==> src/rtl/axi_mem_master_bridge_if.sv <==
// AXI4 bus bundle for the memory-to-AXI master bridge.
// Master modport drives requests; slave modport drives responses.
interface axi_mem_master_bridge_if #(
  parameter int AXI_ADDR_WIDTH = 32,
  parameter int AXI_DATA_WIDTH = 32,
  parameter int AXI_ID_WIDTH   = 6,
  parameter int AXI_USER_WIDTH = 1
);
  logic [AXI_ID_WIDTH-1:0]     aw_id;
  logic [AXI_ADDR_WIDTH-1:0]   aw_addr;
  logic [7:0]                  aw_len;
  logic [2:0]                  aw_size;
  logic [1:0]                  aw_burst;
  logic                        aw_lock;
  logic [3:0]                  aw_cache;
  logic [2:0]                  aw_prot;
  logic [3:0]                  aw_qos;
  logic [3:0]                  aw_region;
  logic [AXI_USER_WIDTH-1:0]   aw_user;
  logic                        aw_valid;
  logic                        aw_ready;

  logic [AXI_DATA_WIDTH-1:0]   w_data;
  logic [AXI_DATA_WIDTH/8-1:0] w_strb;
  logic                        w_last;
  logic [AXI_USER_WIDTH-1:0]   w_user;
  logic                        w_valid;
  logic                        w_ready;

  logic [AXI_ID_WIDTH-1:0]     b_id;
  logic [1:0]                  b_resp;
  logic [AXI_USER_WIDTH-1:0]   b_user;
  logic                        b_valid;
  logic                        b_ready;

  logic [AXI_ID_WIDTH-1:0]     ar_id;
  logic [AXI_ADDR_WIDTH-1:0]   ar_addr;
  logic [7:0]                  ar_len;
  logic [2:0]                  ar_size;
  logic [1:0]                  ar_burst;
  logic                        ar_lock;
  logic [3:0]                  ar_cache;
  logic [2:0]                  ar_prot;
  logic [3:0]                  ar_qos;
  logic [3:0]                  ar_region;
  logic [AXI_USER_WIDTH-1:0]   ar_user;
  logic                        ar_valid;
  logic                        ar_ready;

  logic [AXI_ID_WIDTH-1:0]     r_id;
  logic [AXI_DATA_WIDTH-1:0]   r_data;
  logic [1:0]                  r_resp;
  logic                        r_last;
  logic [AXI_USER_WIDTH-1:0]   r_user;
  logic                        r_valid;
  logic                        r_ready;

  modport master (
    output aw_id, aw_addr, aw_len, aw_size, aw_burst, aw_lock,
    output aw_cache, aw_prot, aw_qos, aw_region, aw_user, aw_valid,
    input  aw_ready,
    output w_data, w_strb, w_last, w_user, w_valid,
    input  w_ready,
    input  b_id, b_resp, b_user, b_valid,
    output b_ready,
    output ar_id, ar_addr, ar_len, ar_size, ar_burst, ar_lock,
    output ar_cache, ar_prot, ar_qos, ar_region, ar_user, ar_valid,
    input  ar_ready,
    input  r_id, r_data, r_resp, r_last, r_user, r_valid,
    output r_ready
  );

  modport slave (
    input  aw_id, aw_addr, aw_len, aw_size, aw_burst, aw_lock,
    input  aw_cache, aw_prot, aw_qos, aw_region, aw_user, aw_valid,
    output aw_ready,
    input  w_data, w_strb, w_last, w_user, w_valid,
    output w_ready,
    output b_id, b_resp, b_user, b_valid,
    input  b_ready,
    input  ar_id, ar_addr, ar_len, ar_size, ar_burst, ar_lock,
    input  ar_cache, ar_prot, ar_qos, ar_region, ar_user, ar_valid,
    output ar_ready,
    output r_id, r_data, r_resp, r_last, r_user, r_valid,
    input  r_ready
  );
endinterface

==> src/rtl/axi_mem_master_bridge.sv <==
// Single-port memory request to single-beat AXI4 master, one txn in flight.
// Define AXI_MASTER_ERR_EN to report non-OKAY responses on err_o.
module axi_mem_master_bridge #(
  parameter int AXI_ADDR_WIDTH = 32,
  parameter int AXI_DATA_WIDTH = 32,
  parameter int AXI_ID_WIDTH   = 6,
  parameter int AXI_USER_WIDTH = 1,
  parameter int AXI_ID         = 0
) (
  input  logic                        clk,
  input  logic                        rst_n,
  input  logic                        req_i,
  output logic                        gnt_o,
  input  logic [AXI_ADDR_WIDTH-1:0]   addr_i,
  input  logic                        we_i,
  input  logic [AXI_DATA_WIDTH/8-1:0] be_i,
  input  logic [AXI_DATA_WIDTH-1:0]   wdata_i,
  output logic                        rvalid_o,
  output logic [AXI_DATA_WIDTH-1:0]   rdata_o,
  output logic                        err_o,
  axi_mem_master_bridge_if.master     master
);
  localparam int SW = AXI_DATA_WIDTH / 8;
  localparam logic [2:0] SIZE = 3'($clog2(SW));

  typedef enum logic [2:0] {
    IDLE, WRITE, WR_RESP, RD_ADDR, RD_DATA
  } state_t;

  state_t                    r_state;
  logic [AXI_ADDR_WIDTH-1:0] r_addr;
  logic [SW-1:0]             r_be;
  logic [AXI_DATA_WIDTH-1:0] r_wdata;
  logic                      r_aw_valid;
  logic                      r_w_valid;
  logic                      r_ar_valid;
  logic                      r_b_ready;
  logic                      r_r_ready;
  logic                      r_aw_done;
  logic                      r_w_done;
  logic                      r_rvalid;
  logic [AXI_DATA_WIDTH-1:0] r_rdata;
  logic                      r_err;

  logic w_aw_hs, w_w_hs, w_ar_hs, w_b_hs, w_r_hs;
  logic w_aw_fin, w_w_fin;
  logic w_b_err, w_r_err;

  assign gnt_o    = (r_state == IDLE) && req_i;
  assign w_aw_hs  = r_aw_valid && master.aw_ready;
  assign w_w_hs   = r_w_valid && master.w_ready;
  assign w_ar_hs  = r_ar_valid && master.ar_ready;
  assign w_b_hs   = r_b_ready && master.b_valid;
  assign w_r_hs   = r_r_ready && master.r_valid;
  assign w_aw_fin = r_aw_done || w_aw_hs;
  assign w_w_fin  = r_w_done || w_w_hs;

`ifdef AXI_MASTER_ERR_EN
  logic r_err_seen;
  logic w_unused;

  assign w_b_err = master.b_resp != 2'b00;
  assign w_r_err = master.r_resp != 2'b00;

  // Sticky record of any error response since reset.
  always_ff @(posedge clk or negedge rst_n) begin
    if (!rst_n) begin
      r_err_seen <= 1'b0;
    end else if ((w_b_hs && w_b_err) || (w_r_hs && w_r_err)) begin
      r_err_seen <= 1'b1;
    end
  end

  assign w_unused = ^{master.b_id, master.b_user, master.r_id,
                      master.r_last, master.r_user, r_err_seen};
`else
  logic w_unused;

  assign w_b_err  = 1'b0;
  assign w_r_err  = 1'b0;
  assign w_unused = ^{master.b_id, master.b_user, master.b_resp,
                      master.r_id, master.r_last, master.r_user,
                      master.r_resp};
`endif

  always_ff @(posedge clk or negedge rst_n) begin
    if (!rst_n) begin
      r_state    <= IDLE;
      r_addr     <= '0;
      r_be       <= '0;
      r_wdata    <= '0;
      r_aw_valid <= 1'b0;
      r_w_valid  <= 1'b0;
      r_ar_valid <= 1'b0;
      r_b_ready  <= 1'b0;
      r_r_ready  <= 1'b0;
      r_aw_done  <= 1'b0;
      r_w_done   <= 1'b0;
      r_rvalid   <= 1'b0;
      r_rdata    <= '0;
      r_err      <= 1'b0;
    end else begin
      r_rvalid <= 1'b0;
      r_err    <= 1'b0;
      unique case (r_state)
        IDLE: begin
          if (req_i) begin
            r_addr  <= addr_i;
            r_be    <= be_i;
            r_wdata <= wdata_i;
            if (we_i) begin
              r_aw_valid <= 1'b1;
              r_w_valid  <= 1'b1;
              r_aw_done  <= 1'b0;
              r_w_done   <= 1'b0;
              r_state    <= WRITE;
            end else begin
              r_ar_valid <= 1'b1;
              r_state    <= RD_ADDR;
            end
          end
        end
        // AW and W complete independently, possibly together.
        WRITE: begin
          if (w_aw_hs) begin
            r_aw_valid <= 1'b0;
            r_aw_done  <= 1'b1;
          end
          if (w_w_hs) begin
            r_w_valid <= 1'b0;
            r_w_done  <= 1'b1;
          end
          if (w_aw_fin && w_w_fin) begin
            r_b_ready <= 1'b1;
            r_state   <= WR_RESP;
          end
        end
        WR_RESP: begin
          if (w_b_hs) begin
            r_b_ready <= 1'b0;
            r_rvalid  <= 1'b1;
            r_err     <= w_b_err;
            r_state   <= IDLE;
          end
        end
        RD_ADDR: begin
          if (w_ar_hs) begin
            r_ar_valid <= 1'b0;
            r_r_ready  <= 1'b1;
            r_state    <= RD_DATA;
          end
        end
        RD_DATA: begin
          if (w_r_hs) begin
            r_r_ready <= 1'b0;
            r_rdata   <= master.r_data;
            r_rvalid  <= 1'b1;
            r_err     <= w_r_err;
            r_state   <= IDLE;
          end
        end
        default: r_state <= IDLE;
      endcase
    end
  end

  assign rvalid_o = r_rvalid;
  assign rdata_o  = r_rdata;
  assign err_o    = r_err;

  assign master.aw_id     = AXI_ID_WIDTH'(AXI_ID);
  assign master.aw_addr   = r_addr;
  assign master.aw_len    = 8'd0;
  assign master.aw_size   = SIZE;
  assign master.aw_burst  = 2'b01;
  assign master.aw_lock   = 1'b0;
  assign master.aw_cache  = 4'd0;
  assign master.aw_prot   = 3'd0;
  assign master.aw_qos    = 4'd0;
  assign master.aw_region = 4'd0;
  assign master.aw_user   = '0;
  assign master.aw_valid  = r_aw_valid;

  assign master.w_data    = r_wdata;
  assign master.w_strb    = r_be;
  assign master.w_last    = 1'b1;
  assign master.w_user    = '0;
  assign master.w_valid   = r_w_valid;

  assign master.b_ready   = r_b_ready;

  assign master.ar_id     = AXI_ID_WIDTH'(AXI_ID);
  assign master.ar_addr   = r_addr;
  assign master.ar_len    = 8'd0;
  assign master.ar_size   = SIZE;
  assign master.ar_burst  = 2'b01;
  assign master.ar_lock   = 1'b0;
  assign master.ar_cache  = 4'd0;
  assign master.ar_prot   = 3'd0;
  assign master.ar_qos    = 4'd0;
  assign master.ar_region = 4'd0;
  assign master.ar_user   = '0;
  assign master.ar_valid  = r_ar_valid;

  assign master.r_ready   = r_r_ready;
endmodule

==> src/flat_wrapper.sv <==
// flat-port wrapper written by rule: the top's interface ports become plain ports
module axi_mem_master_bridge_flat 
#(
  parameter int AXI_ADDR_WIDTH = 32,
  parameter int AXI_DATA_WIDTH = 32,
  parameter int AXI_ID_WIDTH   = 6,
  parameter int AXI_USER_WIDTH = 1,
  parameter int AXI_ID         = 0
)
  (clk, rst_n, req_i, gnt_o, addr_i, we_i, be_i, wdata_i, rvalid_o, rdata_o, err_o, master_aw_id, master_aw_addr, master_aw_len, master_aw_size, master_aw_burst, master_aw_lock, master_aw_cache, master_aw_prot, master_aw_qos, master_aw_region, master_aw_user, master_aw_valid, master_aw_ready, master_w_data, master_w_strb, master_w_last, master_w_user, master_w_valid, master_w_ready, master_b_id, master_b_resp, master_b_user, master_b_valid, master_b_ready, master_ar_id, master_ar_addr, master_ar_len, master_ar_size, master_ar_burst, master_ar_lock, master_ar_cache, master_ar_prot, master_ar_qos, master_ar_region, master_ar_user, master_ar_valid, master_ar_ready, master_r_id, master_r_data, master_r_resp, master_r_last, master_r_user, master_r_valid, master_r_ready);
  axi_mem_master_bridge_if #(.AXI_ADDR_WIDTH(AXI_ADDR_WIDTH), .AXI_DATA_WIDTH(AXI_DATA_WIDTH), .AXI_ID_WIDTH(AXI_ID_WIDTH), .AXI_USER_WIDTH(AXI_USER_WIDTH)) master_i ();
  input  logic clk;
  input  logic rst_n;
  input  logic req_i;
  output logic gnt_o;
  input  logic [AXI_ADDR_WIDTH-1:0] addr_i;
  input  logic we_i;
  input  logic [AXI_DATA_WIDTH/8-1:0] be_i;
  input  logic [AXI_DATA_WIDTH-1:0] wdata_i;
  output logic rvalid_o;
  output logic [AXI_DATA_WIDTH-1:0] rdata_o;
  output logic err_o;
  output wire logic [$bits(master_i.aw_id)-1:0] master_aw_id;
  output wire logic [$bits(master_i.aw_addr)-1:0] master_aw_addr;
  output wire logic [$bits(master_i.aw_len)-1:0] master_aw_len;
  output wire logic [$bits(master_i.aw_size)-1:0] master_aw_size;
  output wire logic [$bits(master_i.aw_burst)-1:0] master_aw_burst;
  output wire logic [$bits(master_i.aw_lock)-1:0] master_aw_lock;
  output wire logic [$bits(master_i.aw_cache)-1:0] master_aw_cache;
  output wire logic [$bits(master_i.aw_prot)-1:0] master_aw_prot;
  output wire logic [$bits(master_i.aw_qos)-1:0] master_aw_qos;
  output wire logic [$bits(master_i.aw_region)-1:0] master_aw_region;
  output wire logic [$bits(master_i.aw_user)-1:0] master_aw_user;
  output wire logic [$bits(master_i.aw_valid)-1:0] master_aw_valid;
  input wire logic [$bits(master_i.aw_ready)-1:0] master_aw_ready;
  output wire logic [$bits(master_i.w_data)-1:0] master_w_data;
  output wire logic [$bits(master_i.w_strb)-1:0] master_w_strb;
  output wire logic [$bits(master_i.w_last)-1:0] master_w_last;
  output wire logic [$bits(master_i.w_user)-1:0] master_w_user;
  output wire logic [$bits(master_i.w_valid)-1:0] master_w_valid;
  input wire logic [$bits(master_i.w_ready)-1:0] master_w_ready;
  input wire logic [$bits(master_i.b_id)-1:0] master_b_id;
  input wire logic [$bits(master_i.b_resp)-1:0] master_b_resp;
  input wire logic [$bits(master_i.b_user)-1:0] master_b_user;
  input wire logic [$bits(master_i.b_valid)-1:0] master_b_valid;
  output wire logic [$bits(master_i.b_ready)-1:0] master_b_ready;
  output wire logic [$bits(master_i.ar_id)-1:0] master_ar_id;
  output wire logic [$bits(master_i.ar_addr)-1:0] master_ar_addr;
  output wire logic [$bits(master_i.ar_len)-1:0] master_ar_len;
  output wire logic [$bits(master_i.ar_size)-1:0] master_ar_size;
  output wire logic [$bits(master_i.ar_burst)-1:0] master_ar_burst;
  output wire logic [$bits(master_i.ar_lock)-1:0] master_ar_lock;
  output wire logic [$bits(master_i.ar_cache)-1:0] master_ar_cache;
  output wire logic [$bits(master_i.ar_prot)-1:0] master_ar_prot;
  output wire logic [$bits(master_i.ar_qos)-1:0] master_ar_qos;
  output wire logic [$bits(master_i.ar_region)-1:0] master_ar_region;
  output wire logic [$bits(master_i.ar_user)-1:0] master_ar_user;
  output wire logic [$bits(master_i.ar_valid)-1:0] master_ar_valid;
  input wire logic [$bits(master_i.ar_ready)-1:0] master_ar_ready;
  input wire logic [$bits(master_i.r_id)-1:0] master_r_id;
  input wire logic [$bits(master_i.r_data)-1:0] master_r_data;
  input wire logic [$bits(master_i.r_resp)-1:0] master_r_resp;
  input wire logic [$bits(master_i.r_last)-1:0] master_r_last;
  input wire logic [$bits(master_i.r_user)-1:0] master_r_user;
  input wire logic [$bits(master_i.r_valid)-1:0] master_r_valid;
  output wire logic [$bits(master_i.r_ready)-1:0] master_r_ready;
  assign master_aw_id = master_i.aw_id;
  assign master_aw_addr = master_i.aw_addr;
  assign master_aw_len = master_i.aw_len;
  assign master_aw_size = master_i.aw_size;
  assign master_aw_burst = master_i.aw_burst;
  assign master_aw_lock = master_i.aw_lock;
  assign master_aw_cache = master_i.aw_cache;
  assign master_aw_prot = master_i.aw_prot;
  assign master_aw_qos = master_i.aw_qos;
  assign master_aw_region = master_i.aw_region;
  assign master_aw_user = master_i.aw_user;
  assign master_aw_valid = master_i.aw_valid;
  assign master_i.aw_ready = master_aw_ready;
  assign master_w_data = master_i.w_data;
  assign master_w_strb = master_i.w_strb;
  assign master_w_last = master_i.w_last;
  assign master_w_user = master_i.w_user;
  assign master_w_valid = master_i.w_valid;
  assign master_i.w_ready = master_w_ready;
  assign master_i.b_id = master_b_id;
  assign master_i.b_resp = master_b_resp;
  assign master_i.b_user = master_b_user;
  assign master_i.b_valid = master_b_valid;
  assign master_b_ready = master_i.b_ready;
  assign master_ar_id = master_i.ar_id;
  assign master_ar_addr = master_i.ar_addr;
  assign master_ar_len = master_i.ar_len;
  assign master_ar_size = master_i.ar_size;
  assign master_ar_burst = master_i.ar_burst;
  assign master_ar_lock = master_i.ar_lock;
  assign master_ar_cache = master_i.ar_cache;
  assign master_ar_prot = master_i.ar_prot;
  assign master_ar_qos = master_i.ar_qos;
  assign master_ar_region = master_i.ar_region;
  assign master_ar_user = master_i.ar_user;
  assign master_ar_valid = master_i.ar_valid;
  assign master_i.ar_ready = master_ar_ready;
  assign master_i.r_id = master_r_id;
  assign master_i.r_data = master_r_data;
  assign master_i.r_resp = master_r_resp;
  assign master_i.r_last = master_r_last;
  assign master_i.r_user = master_r_user;
  assign master_i.r_valid = master_r_valid;
  assign master_r_ready = master_i.r_ready;
  axi_mem_master_bridge #(.AXI_ADDR_WIDTH(AXI_ADDR_WIDTH), .AXI_DATA_WIDTH(AXI_DATA_WIDTH), .AXI_ID_WIDTH(AXI_ID_WIDTH), .AXI_USER_WIDTH(AXI_USER_WIDTH), .AXI_ID(AXI_ID)) u_core (.clk(clk), .rst_n(rst_n), .req_i(req_i), .gnt_o(gnt_o), .addr_i(addr_i), .we_i(we_i), .be_i(be_i), .wdata_i(wdata_i), .rvalid_o(rvalid_o), .rdata_o(rdata_o), .err_o(err_o), .master(master_i));
endmodule
==> config.mk <==
export PLATFORM = sky130hd
export DESIGN_NAME = axi_mem_master_bridge_flat
export DESIGN_NICKNAME = d
export VERILOG_FILES = /design/src/rtl/axi_mem_master_bridge_if.sv /design/src/rtl/axi_mem_master_bridge.sv /design/src/flat_wrapper.sv
export SDC_FILE = /design/constraint.sdc
export NUM_CORES = 1
export LEC_CHECK = 0
export BUFFER_PORTS_ARGS = -buffer_cell sky130_fd_sc_hd__buf_2
export CAP_MARGIN = 40
export CORE_AREA = 5 5 129 131
export DETAILED_ROUTE_END_ITERATION = 10
export DIE_AREA = 0 0 134 136
export MAX_ROUTING_LAYER = met4
export PLACE_DENSITY = 0.69
export RECOVER_POWER = 100
export REMOVE_ABC_BUFFERS = 1
export SETUP_SLACK_MARGIN = 0.2
export SLEW_MARGIN = 20
export SYNTH_ARGS = -nofsm -noshare
export SYNTH_HDL_FRONTEND = slang
export SYNTH_SLANG_ARGS = --single-unit
==> constraint.sdc <==
create_clock -name clk -period 1.8 [get_ports clk]
set_input_delay 0.36 -clock clk [delete_from_list [all_inputs] [get_ports clk]]
set_output_delay 0.36 -clock clk [all_outputs]
set_load 0.05 [all_outputs]
-- Word level (Yosys, flattened, before mapping)
Index checks and enable logic that the tools add are counted.
- register bits after elaboration: 111
- input port bits: 128
- logic and storage cells: 80
- equal/unequal tests: 13
- multiplexer cells: 32
- reduce and logical (&&, ||, !) cells: 22
- operator list (kind ; count):
    2-to-1 mux 1 bit ; 17
    case mux 1 bit (2 select lines) ; 8
    2-to-1 mux 3 bit ; 5
    case mux 3 bit (5 select lines) ; 1
    != test 2 x 1 -> 1 bit, second input constant ; 6
    AND reduction 4 bit ; 3
    nonzero test 2 bit ; 4
    logical AND 1 bit ; 7
    equality test 3 x 2 -> 1 bit, second input constant ; 2
    != test 2 bit, second input constant ; 3
    AND reduction 3 bit ; 2
    AND reduction 5 bit ; 1
    AND reduction 2 bit ; 2
    equality test 3 x 1 -> 1 bit, second input constant ; 1
    equality test 3 bit, second input constant ; 1
    logical NOT 3 bit ; 1
    logical OR 1 bit ; 2
    2-to-1 mux 2 bit ; 1

-- Depth between registers and ports, before layout
Gate-level depths: netlist (run 1).
- depth after elaboration: 5
- mapped depth: 5
- gate-level depth less buffers: 3

-- Worst setup path before layout (run 1)
Ideal clock, no wire load.
- path type: flip-flop to flip-flop
- from: reg u_core.r_state[2]
- to: reg u_core.r_addr[0], in the netlist u_core.master.ar_addr[0]
- setup time: 0.128 ns
- arrival: 1.585 ns
- data required time: 1.672 ns
- slack: 0.087 ns
- cell stages (with the launch flop): 6
- clock period less this slack: 1.713 ns
- cells stage by stage: dfrtp_1 > buf_4 > nor4b_4 > buf_4 > buf_6 > mux2_1
- cells in the longest elaborated chain, start to end: 2
- RTL lines (item ; RTL line ; text):
    start, declared ; axi_mem_master_bridge.sv:30 ; state_t r_state;
    start signal, assigned ; axi_mem_master_bridge.sv:88 ; r_state <= IDLE;
    start signal, assigned ; axi_mem_master_bridge.sv:116 ; r_state <= WRITE;
    start signal, assigned ; axi_mem_master_bridge.sv:119 ; r_state <= RD_ADDR;
    logical NOT 3 bit ; axi_mem_master_bridge.sv:105 ; unique case (r_state)
    AND reduction 2 bit (no line) ; n/a ;
    end signal, assigned ; axi_mem_master_bridge.sv:108 ; r_addr <= addr_i;
    end, declared ; axi_mem_master_bridge.sv:31 ; logic [AXI_ADDR_WIDTH-1:0] r_addr;
Every way passes these cells.
A chain may end at the register's enable or synchronous reset.

-- Worst setup path in the final report (run 1)
- from: reg u_core.r_state[2]
- to: out gnt_o
- cells in the longest elaborated chain, start to end: 2
- RTL lines (item ; RTL line ; text):
    logical NOT 3 bit ; axi_mem_master_bridge.sv:49 ; assign gnt_o = (r_state == IDLE) && req_i;
    logical AND 1 bit ; axi_mem_master_bridge.sv:49 ;
    end, declared ; flat_wrapper.sv:15 ; output logic gnt_o;
Every way passes these cells.

==> results of run 1 <==
-- stage by stage --
step | utilization | cells | hold slack [ns]
after detailed placement | 0.394 | 781 | 0.469
after floorplan | - | 331 | 0.0644
after global placement | 0.394 | 781 | 0.462
after CTS | 0.426 | 802 | 0.101
final | 0.423 | 810 | 0.219
after global routing | 0.423 | 810 | 0.206
-- cell usage after synthesis, types with 2 or more instances --
cell type,count,area (um2)
mux2_2,62,698
nand3_1,3,15.0
buf_2,6,30.0
mux2_1,38,428
a31oi_1,2,12.5
buf_6,4,45.0
a21o_1,2,15.0
dfrtp_1,111,2780
nor2_1,3,11.3
nand4bb_1,2,22.5
nand2_1,4,15.0
buf_4,109,818
a21oi_1,8,40.0
conb_1,2,7.51
inv_1,6,22.5
-- metal layers --
metal	vias up	part of all wire	track usage
met5	-	0	-
li1	1570	-	-
met3	13	0.067	0.0363
met4	0	0.011	0.0383
met2	157	0.51	0.221
met1	1697	0.41	0.160
-- worst min-delay path by stage --
stage	endpoint	start	depth (start not counted)	slack, ns
4_1_cts	u_core.master.w_data[5]$_DFFE_PN0P_	rst_n	2	0.10
6_report	u_core.master.ar_addr[7]$_DFFE_PN0P_	addr_i[7]	2	0.22
3_5_place_dp	u_core.rdata_o[5]$_DFFE_PN0P_	u_core.rdata_o[5]$_DFFE_PN0P_	1	0.47
5_1_grt	u_core.master.ar_addr[0]$_DFFE_PN0P_	addr_i[0]	2	0.21
2_1_floorplan	u_core.master.ar_addr[0]$_DFFE_PN0P_	rst_n	0	0.06
3_3_place_gp	u_core.rdata_o[13]$_DFFE_PN0P_	u_core.rdata_o[13]$_DFFE_PN0P_	1	0.46
-- what timing repair did --
item | in CTS | in global routing
gates cloned | 1 | 6
hold buffers | 0 | 0
gates resized for setup | 39 | 16
endpoints found under the setup margin | 85 | 104
pin swaps | 1 | 1
setup buffers | 4 | 2
-- registers in the layout (all words and copies together), names as in the netlist --
name and count:
u_core.master.ar_addr 32, u_core.master.w_data 32, u_core.rdata_o 32, u_core.master.w_strb 4, u_core.r_state 3, u_core.master.ar_valid 1, u_core.master.aw_valid 1, u_core.master.b_ready 1
u_core.master.r_ready 1, u_core.master.w_valid 1, u_core.r_aw_done 1, u_core.r_w_done 1, u_core.rvalid_o 1
-- cell type report --
class / count / area (um2) / area share
flip-flops and latches: 111 / 2780 / 0.424
multi-input cells: 214 / 1810 / 0.277
repair buffers: 271 / 1400 / 0.213
well taps: 192 / 240 / 0.0367
clock buffers: 9 / 225 / 0.0344
clock inverters: 7 / 77.6 / 0.0118
inverters: 6 / 22.5 / 0.00344
-- logic make-up (layout without fill, tap and decap cells) --
| logic type | Yosys count | count (layout) |
|---|---|---|
| and+or+nand+nor | 19 | 19 |
| DFF | 111 | 111 |
| buffers and inverters | 126 | 293 |
| other | 2 | 75 |
| AOI/OAI and AO/OA | 20 | 20 |
| muxes | 100 | 100 |
==> run_results.csv, run 1 <==
group,metric,value,unit
clock_tree,cts_buffer_depth,2,
place,place_congestion,0.769,
setup_path,startpoint,"u_core.r_state[2]$_DFFE_PN0P_",
sta,tns,0,ns
global_route,grt_pass1_vias,3450,
clock_tree,clock_latency,0.35,ns
clock_tree,numCtsBuffers,9,
final_layout,area_delta_synth_final,28.5,%
setup_path,end_kind,"output port",
clock_tree,tritoncts,"built",
synthesis,synth-warning-count,0,
floorplan,rows,46,
synthesis,synth_edf_count,0,
detailed_routing,drc,0,
setup_path,critPathSlowestCell,"dfrtp_1",
detailed_routing,dr_total_vias,3437,
final_layout,layout-drive-gt1-share,0.382,
global_route,antenna_found_initial,0,
setup_path,worst-path-buf-inv,2,
setup_path,start_kind,"register",
final_layout,fin_area,6550,um2
global_route,grt_use_total,0.133,
sta,setup_viol,0,
synthesis,synthAdderAreaFrac,0,
sta,relSlewSlack,-0.00751,
setup_path,crit_required,1.44,ns
synthesis,synth-main-ff-cell,"dfrtp_1",
setup_path,arrival,1.42,ns
detailed_routing,routed_wl,12.9,mm
sta,rsz0062_at_grt,"true",
detailed_routing,drt_iter0_drc,101,
clock_tree,root_buffer,"clkbuf_16",
setup_path,critPathTopFamily,"flip-flops",
final_layout,insertedDiodeCount,0,
place,io_buffers,247,
final_layout,nets,741,
synthesis,async_flop_share,1.00,
setup_path,cp.depth,3,
synthesis,syn_area_per_cell,13.5,um2
floorplan,die_h,136,um
synthesis,synth-seq-cells,111,
synthesis,synth_compound_area_frac,0.0255,
final_layout,final_common_cell,"clkbuf_1",
setup_path,crit_end,"gnt_o",
floorplan,floorplan.initialDensity,0.329,
sta,setup_ws,0.0221,ns
detailed_routing,viasPerCell,4.24,
sta,hold_viol,0,
outcome,violations,"capacitance limit, slew limit",
min_path,hold_path_class,"input port to register",
synthesis,synth.area.mux_share,0.221,
sta,fin_crit,1.78,ns
place,hpwl,8.91,mm
detailed_routing,ant_nets,0,
sta,period_share,0.988,
global_route,grt_pass1_wl,18.5,mm
synthesis,synthXorXnorAreaFrac,0,
synthesis,netlist_area,5100,um2
setup_path,r2r_cells,6,
synthesis,seq_area_frac_synth,0.545,
place,dpl_cell_area,6100,um2
clock_tree,cts.sinks,111,
sta,finalMaxSlewViolations,111,
sta,tightest_slew,1.51,ns
synthesis,synth_simple_gate_area_frac,0.0270,
global_route,grt_max_degree,112,
final_layout,fillers,1569,
global_route,grt_overflow_total,0,
setup_path,rr_startpoint,"u_core.r_state[0]$_DFFE_PN0P_",
clock_tree,clkTransAtPathRegs,0.08,ns
detailed_routing,wl_per_cell,15.9,um
floorplan,io_pins,342,
floorplan,core_area,15500,um2
detailed_routing,dr.pass1.iters,4,
floorplan,dieArea,18200,um2
run,cap_viol_max_count,1,
place,pre_cts_slack,0.140,ns
floorplan,die-width,134,um
setup_path,max_stage_delay,0.41,ns
synthesis,synthCells,378,
outcome,outcome,"finished with violations",
synthesis,synth_top_family_by_area,"multiplexers",
setup_path,r2r-end,"u_core.rdata_o[12]$_DFFE_PN0P_",
clock_tree,htreeDepth,3,
setup_path,crit_chain,"nor4b_4 -> buf_12 -> buf_12",
sta,final.setup_skew,0.0120,ns
synthesis,synth_cell_types,31,
setup_path,worstSetupPathType,"register to output port",
setup_path,reg2reg_slack,0.04,ns
final_layout,layout_common_cells,"clkbuf_1, dfrtp_1, buf_2",
setup_path,cp_max_fo,3,
sta,fmax,562,MHz
setup_path,cp_common_cell,"buf_12",
Power of run 1 is left out: the tool's default activity adds up to more than one toggle a clock period on the data nets, which glitch-free logic cannot reach.
==> inputs of run 2 (changes only) <==
--- a/config.mk
+++ b/config.mk
@@ -14,7 +14,7 @@
 export PLACE_DENSITY = 0.69
 export RECOVER_POWER = 100
 export REMOVE_ABC_BUFFERS = 1
-export SETUP_SLACK_MARGIN = 0.2
+export SETUP_SLACK_MARGIN = 0.1
 export SLEW_MARGIN = 20
 export SYNTH_ARGS = -nofsm -noshare
 export SYNTH_HDL_FRONTEND = slang
==> run_results.csv, run 2 (synthesis gave the netlist of run 1 again) <==
group,metric,value,unit
sta,whs,0.220,ns
clock_tree,tritoncts,"built",
clock_tree,cts_buffer_depth,2,
setup_path,r2r-end,"u_core.rdata_o[11]$_DFFE_PN0P_",
setup_path,reg2reg_slack,0.03,ns
floorplan,rows,46,
clock_tree,cts.hold.buffers_added,0,
floorplan,die-width,134,um
setup_path,cp_common_cell,"buf_12",
setup_path,start_kind,"register",
setup_path,cp.depth,3,
sta,relSlewSlack,0.00315,
setup_path,rr_startpoint,"u_core.r_state[0]$_DFFE_PN0P_",
final_layout,layout-drive-gt1-share,0.390,
clock_tree,cts.sinks,111,
floorplan,floorplan.initialDensity,0.329,
setup_path,cp_max_fo,3,
setup_path,critPathSlowestCell,"dfrtp_1",
place,place_congestion,0.769,
detailed_routing,dr.pass1.iters,4,
clock_tree,root_buffer,"clkbuf_16",
min_path,hold_path_depth,2,
setup_path,worstSetupPathType,"register to output port",
setup_path,end_kind,"output port",
detailed_routing,dr_total_vias,3414,
place,io_buffers,247,
sta,period_share,0.991,
min_path,min_to,"u_core.master.ar_addr[7]$_DFFE_PN0P_",
final_layout,layout_common_cells,"clkbuf_1, dfrtp_1, buf_2",
final_layout,final_common_cell,"clkbuf_1",
setup_path,crit_required,1.44,ns
sta,tightest_slew,1.50,ns
clock_tree,numCtsBuffers,9,
outcome,outcome,"finished, final reports clean",
run,cap_viol_max_count,0,
global_route,grt_overflow_total,0,
clock_tree,clkTransAtPathRegs,0.08,ns
sta,final.setup_skew,0.0116,ns
min_path,min_from,"addr_i[7]",
final_layout,area_delta_synth_final,27.9,%
sta,rsz0062_at_grt,"true",
floorplan,die_h,136,um
min_path,hold_path_class,"input port to register",
sta,finalMaxSlewViolations,0,
floorplan,dieArea,18200,um2
global_route,antenna_found_initial,0,
setup_path,crit_chain,"nor4b_4 -> buf_12 -> buf_12",
sta,fmax,560,MHz
setup_path,critPathTopFamily,"flip-flops",
global_route,grt_max_degree,112,
sta,tns,0,ns
detailed_routing,routed_wl,12.7,mm
floorplan,io_pins,342,
global_route,grt_pass1_wl,18.5,mm
detailed_routing,wl_per_cell,15.8,um
final_layout,fin_util,0.421,
detailed_routing,drt_iter0_drc,103,
detailed_routing,drc,0,
place,hpwl,8.91,mm
detailed_routing,ant_nets,0,
setup_path,worst-path-buf-inv,2,
sta,hold_viol,0,
clock_tree,htreeDepth,3,
setup_path,r2r_cells,6,
setup_path,max_stage_delay,0.42,ns
sta,setup_viol,0,
final_layout,insertedDiodeCount,0,
sta,fin_crit,1.78,ns
global_route,grt_pass1_vias,3454,
clock_tree,clock_latency,0.35,ns
setup_path,arrival,1.42,ns
detailed_routing,viasPerCell,4.23,
global_route,grt_use_total,0.133,
final_layout,nets,739,
floorplan,core_area,15500,um2
-- run 2: cell count changes in the layout (fill, tap and decap cells not counted), sizes merged --
cell / previous run / this run
clkbuf: 158 / 156
-- run 2: metrics by stage --
stage               setup WS, ns  area, um2  cells
CTS                     -0.00778       6600    802
global route             -0.0467       6520    808
detailed placement         0.140       6100    781
global placement           0.143       6100    781
floorplan                  -1.97       4480    331
finish                    0.0157       6520    808
-- run 2: final cells by class --
class                           count  area [um2]
Sequential cell                   111        2780
Tap cell                          192         240
Timing Repair Buffer              269        1380
Clock inverter                      7        77.6
Multi-Input combinational cell    214        1800
Fill cell                        1570        8960
Clock buffer                        9         225
Inverter                            6        22.5
-- run 2: what timing repair did --
action	CTS	global route
resized for setup	37	3
gates cloned	1	5
setup endpoints to repair	1	98
setup buffers	4	2
pin swaps	1	1
endpoints found under the hold margin	0	0
-- run 2: worst max-delay path by stage --
| stage | to | slack (ns) | start |
|---|---|---|---|
| floorplan | u_core.master.ar_addr[10]$_DFFE_PN0P_ | -1.97 | u_core.r_state[2]$_DFFE_PN0P_ |
| global placement | u_core.master.ar_addr[23]$_DFFE_PN0P_ | 0.14 | u_core.r_state[2]$_DFFE_PN0P_ |
| detailed placement | u_core.rdata_o[13]$_DFFE_PN0P_ | 0.14 | u_core.r_state[1]$_DFFE_PN0P_ |
| CTS | gnt_o | -0.008 | u_core.r_state[0]$_DFFE_PN0P_ |
| global route | gnt_o | -0.05 | u_core.r_state[2]$_DFFE_PN0P_ |
| finish | gnt_o | 0.02 | u_core.r_state[2]$_DFFE_PN0P_ |
-- run 2: per-layer routing --
metal  global-route usage  wire, um  share of wire
met5                    -         0              0
met2                0.221      6530           0.51
met4               0.0383       146          0.011
met1                0.160      5180           0.41
met3               0.0363       868          0.068
Power of run 2 is left out for the same reason.
==> inputs of run 3 (changes only) <==
--- a/config.mk
+++ b/config.mk
@@ -11,7 +11,7 @@
 export DETAILED_ROUTE_END_ITERATION = 10
 export DIE_AREA = 0 0 134 136
 export MAX_ROUTING_LAYER = met4
-export PLACE_DENSITY = 0.69
+export PLACE_DENSITY = 0.68
 export RECOVER_POWER = 100
 export REMOVE_ABC_BUFFERS = 1
 export SETUP_SLACK_MARGIN = 0.1
==> run_results.csv, run 3 (synthesis gave the netlist of run 1 again) <==
group,metric,value,unit
sta,setup_ws,0.00189,ns
sta,hold_viol,0,
detailed_routing,drt_iter0_drc,129,
detailed_routing,viasPerCell,4.22,
global_route,antenna_found_initial,0,
sta,whs,0.218,ns
final_layout,area_delta_synth_final,26.9,%
setup_path,start_kind,"register",
detailed_routing,dr.pass1.iters,4,
detailed_routing,ant_nets,0,
clock_tree,clock_latency,0.35,ns
final_layout,insertedDiodeCount,0,
run,cap_viol_max_count,0,
clock_tree,numCtsBuffers,9,
final_layout,final_common_cell,"clkbuf_1",
final_layout,layout-drive-gt1-share,0.389,
detailed_routing,drc,0,
floorplan,die_h,136,um
min_path,hold_path_class,"input port to register",
place,pre_cts_slack,0.128,ns
floorplan,die-width,134,um
setup_path,arrival,1.44,ns
setup_path,cp_max_fo,3,
floorplan,core_area,15500,um2
sta,relSlewSlack,0.462,
outcome,outcome,"finished, final reports clean",
clock_tree,cts.sinks,111,
sta,rsz0062_at_grt,"true",
sta,fin_crit,1.80,ns
clock_tree,clkTransAtPathRegs,0.08,ns
sta,tns,0,ns
floorplan,rows,46,
clock_tree,tritoncts,"built",
sta,tightest_slew,0.807,ns
sta,fmax,556,MHz
detailed_routing,dr_total_vias,3409,
final_layout,fin_area,6470,um2
detailed_routing,wl_per_cell,15.1,um
final_layout,layout_common_cells,"clkbuf_1, dfrtp_1, buf_2",
sta,period_share,0.999,
place,io_buffers,247,
setup_path,crit_required,1.44,ns
global_route,grt_max_degree,60,
setup_path,end_kind,"output port",
sta,setup_viol,0,
final_layout,nets,738,
place,place_congestion,0.770,
sta,finalMaxSlewViolations,0,
place,dpl_cell_area,6130,um2
global_route,grt_use_total,0.128,
setup_path,worstSetupPathType,"register to output port",
floorplan,floorplan.initialDensity,0.329,
global_route,grt_overflow_total,0,
clock_tree,htreeDepth,3,
clock_tree,root_buffer,"clkbuf_16",
detailed_routing,routed_wl,12.2,mm
clock_tree,cts_buffer_depth,2,
floorplan,io_pins,342,
global_route,grt_pass1_vias,3365,
global_route,grt_pass1_wl,17.7,mm
place,hpwl,8.91,mm
sta,final.setup_skew,0.00839,ns
floorplan,dieArea,18200,um2
run 3: what timing repair did:
action,in CTS,in global routing
hold buffers,1,0
pin swaps,2,2
buffers inserted,3,2
gates cloned,0,2
endpoints found under the setup margin,1,88
endpoints found under the hold margin,5,0
gates resized for setup,29,11
run 3: through the flow:
step,utilization,std cells
2_1_floorplan,-,331
3_5_place_dp,0.396,783
3_3_place_gp,0.396,783
4_1_cts,0.425,803
5_1_grt,0.418,807
6_report,0.418,807
run 3: layout make-up:
cell class | instances | area, um2
well taps | 192 | 240
clock inverters | 7 | 62.6
flip-flops and latches | 111 | 2780
fillers | 1563 | 9010
inverters | 6 | 22.5
multi-input cells | 214 | 1800
repair buffers | 268 | 1350
clock buffers | 9 | 225
run 3: layer usage:
metal,global-route usage,vias up,part of all wire
met5,-,-,0
met4,0.0366,0,0.011
met2,0.215,171,0.52
met1,0.151,1661,0.39
met3,0.0374,8,0.080
li1,-,1569,-
run 3: worst max-delay path: stages, from the launching register on:
cell and delay (ns):
dfrtp_1 0.41, nor4b_4 0.37, buf_12 0.17, buf_12 0.13
run 3: final timing paths:
check | end | startpoint | cells after the start | slack, ns
max reg2reg | u_core.master.ar_addr[29]$_DFFE_PN0P_ | u_core.r_state[2]$_DFFE_PN0P_ | 5 | 0.03
max | gnt_o | u_core.r_state[2]$_DFFE_PN0P_ | 3 | 0.002
min reg2reg | u_core.master.w_data[23]$_DFFE_PN0P_ | u_core.master.w_data[23]$_DFFE_PN0P_ | 1 | 0.51
max in group asynchronous | u_core.rdata_o[17]$_DFFE_PN0P_ | rst_n | 3 | 0.46
min | u_core.master.ar_addr[0]$_DFFE_PN0P_ | addr_i[0] | 2 | 0.22
min in group asynchronous | u_core.master.ar_addr[25]$_DFFE_PN0P_ | rst_n | 3 | 0.75
Power of run 3 is left out for the same reason.
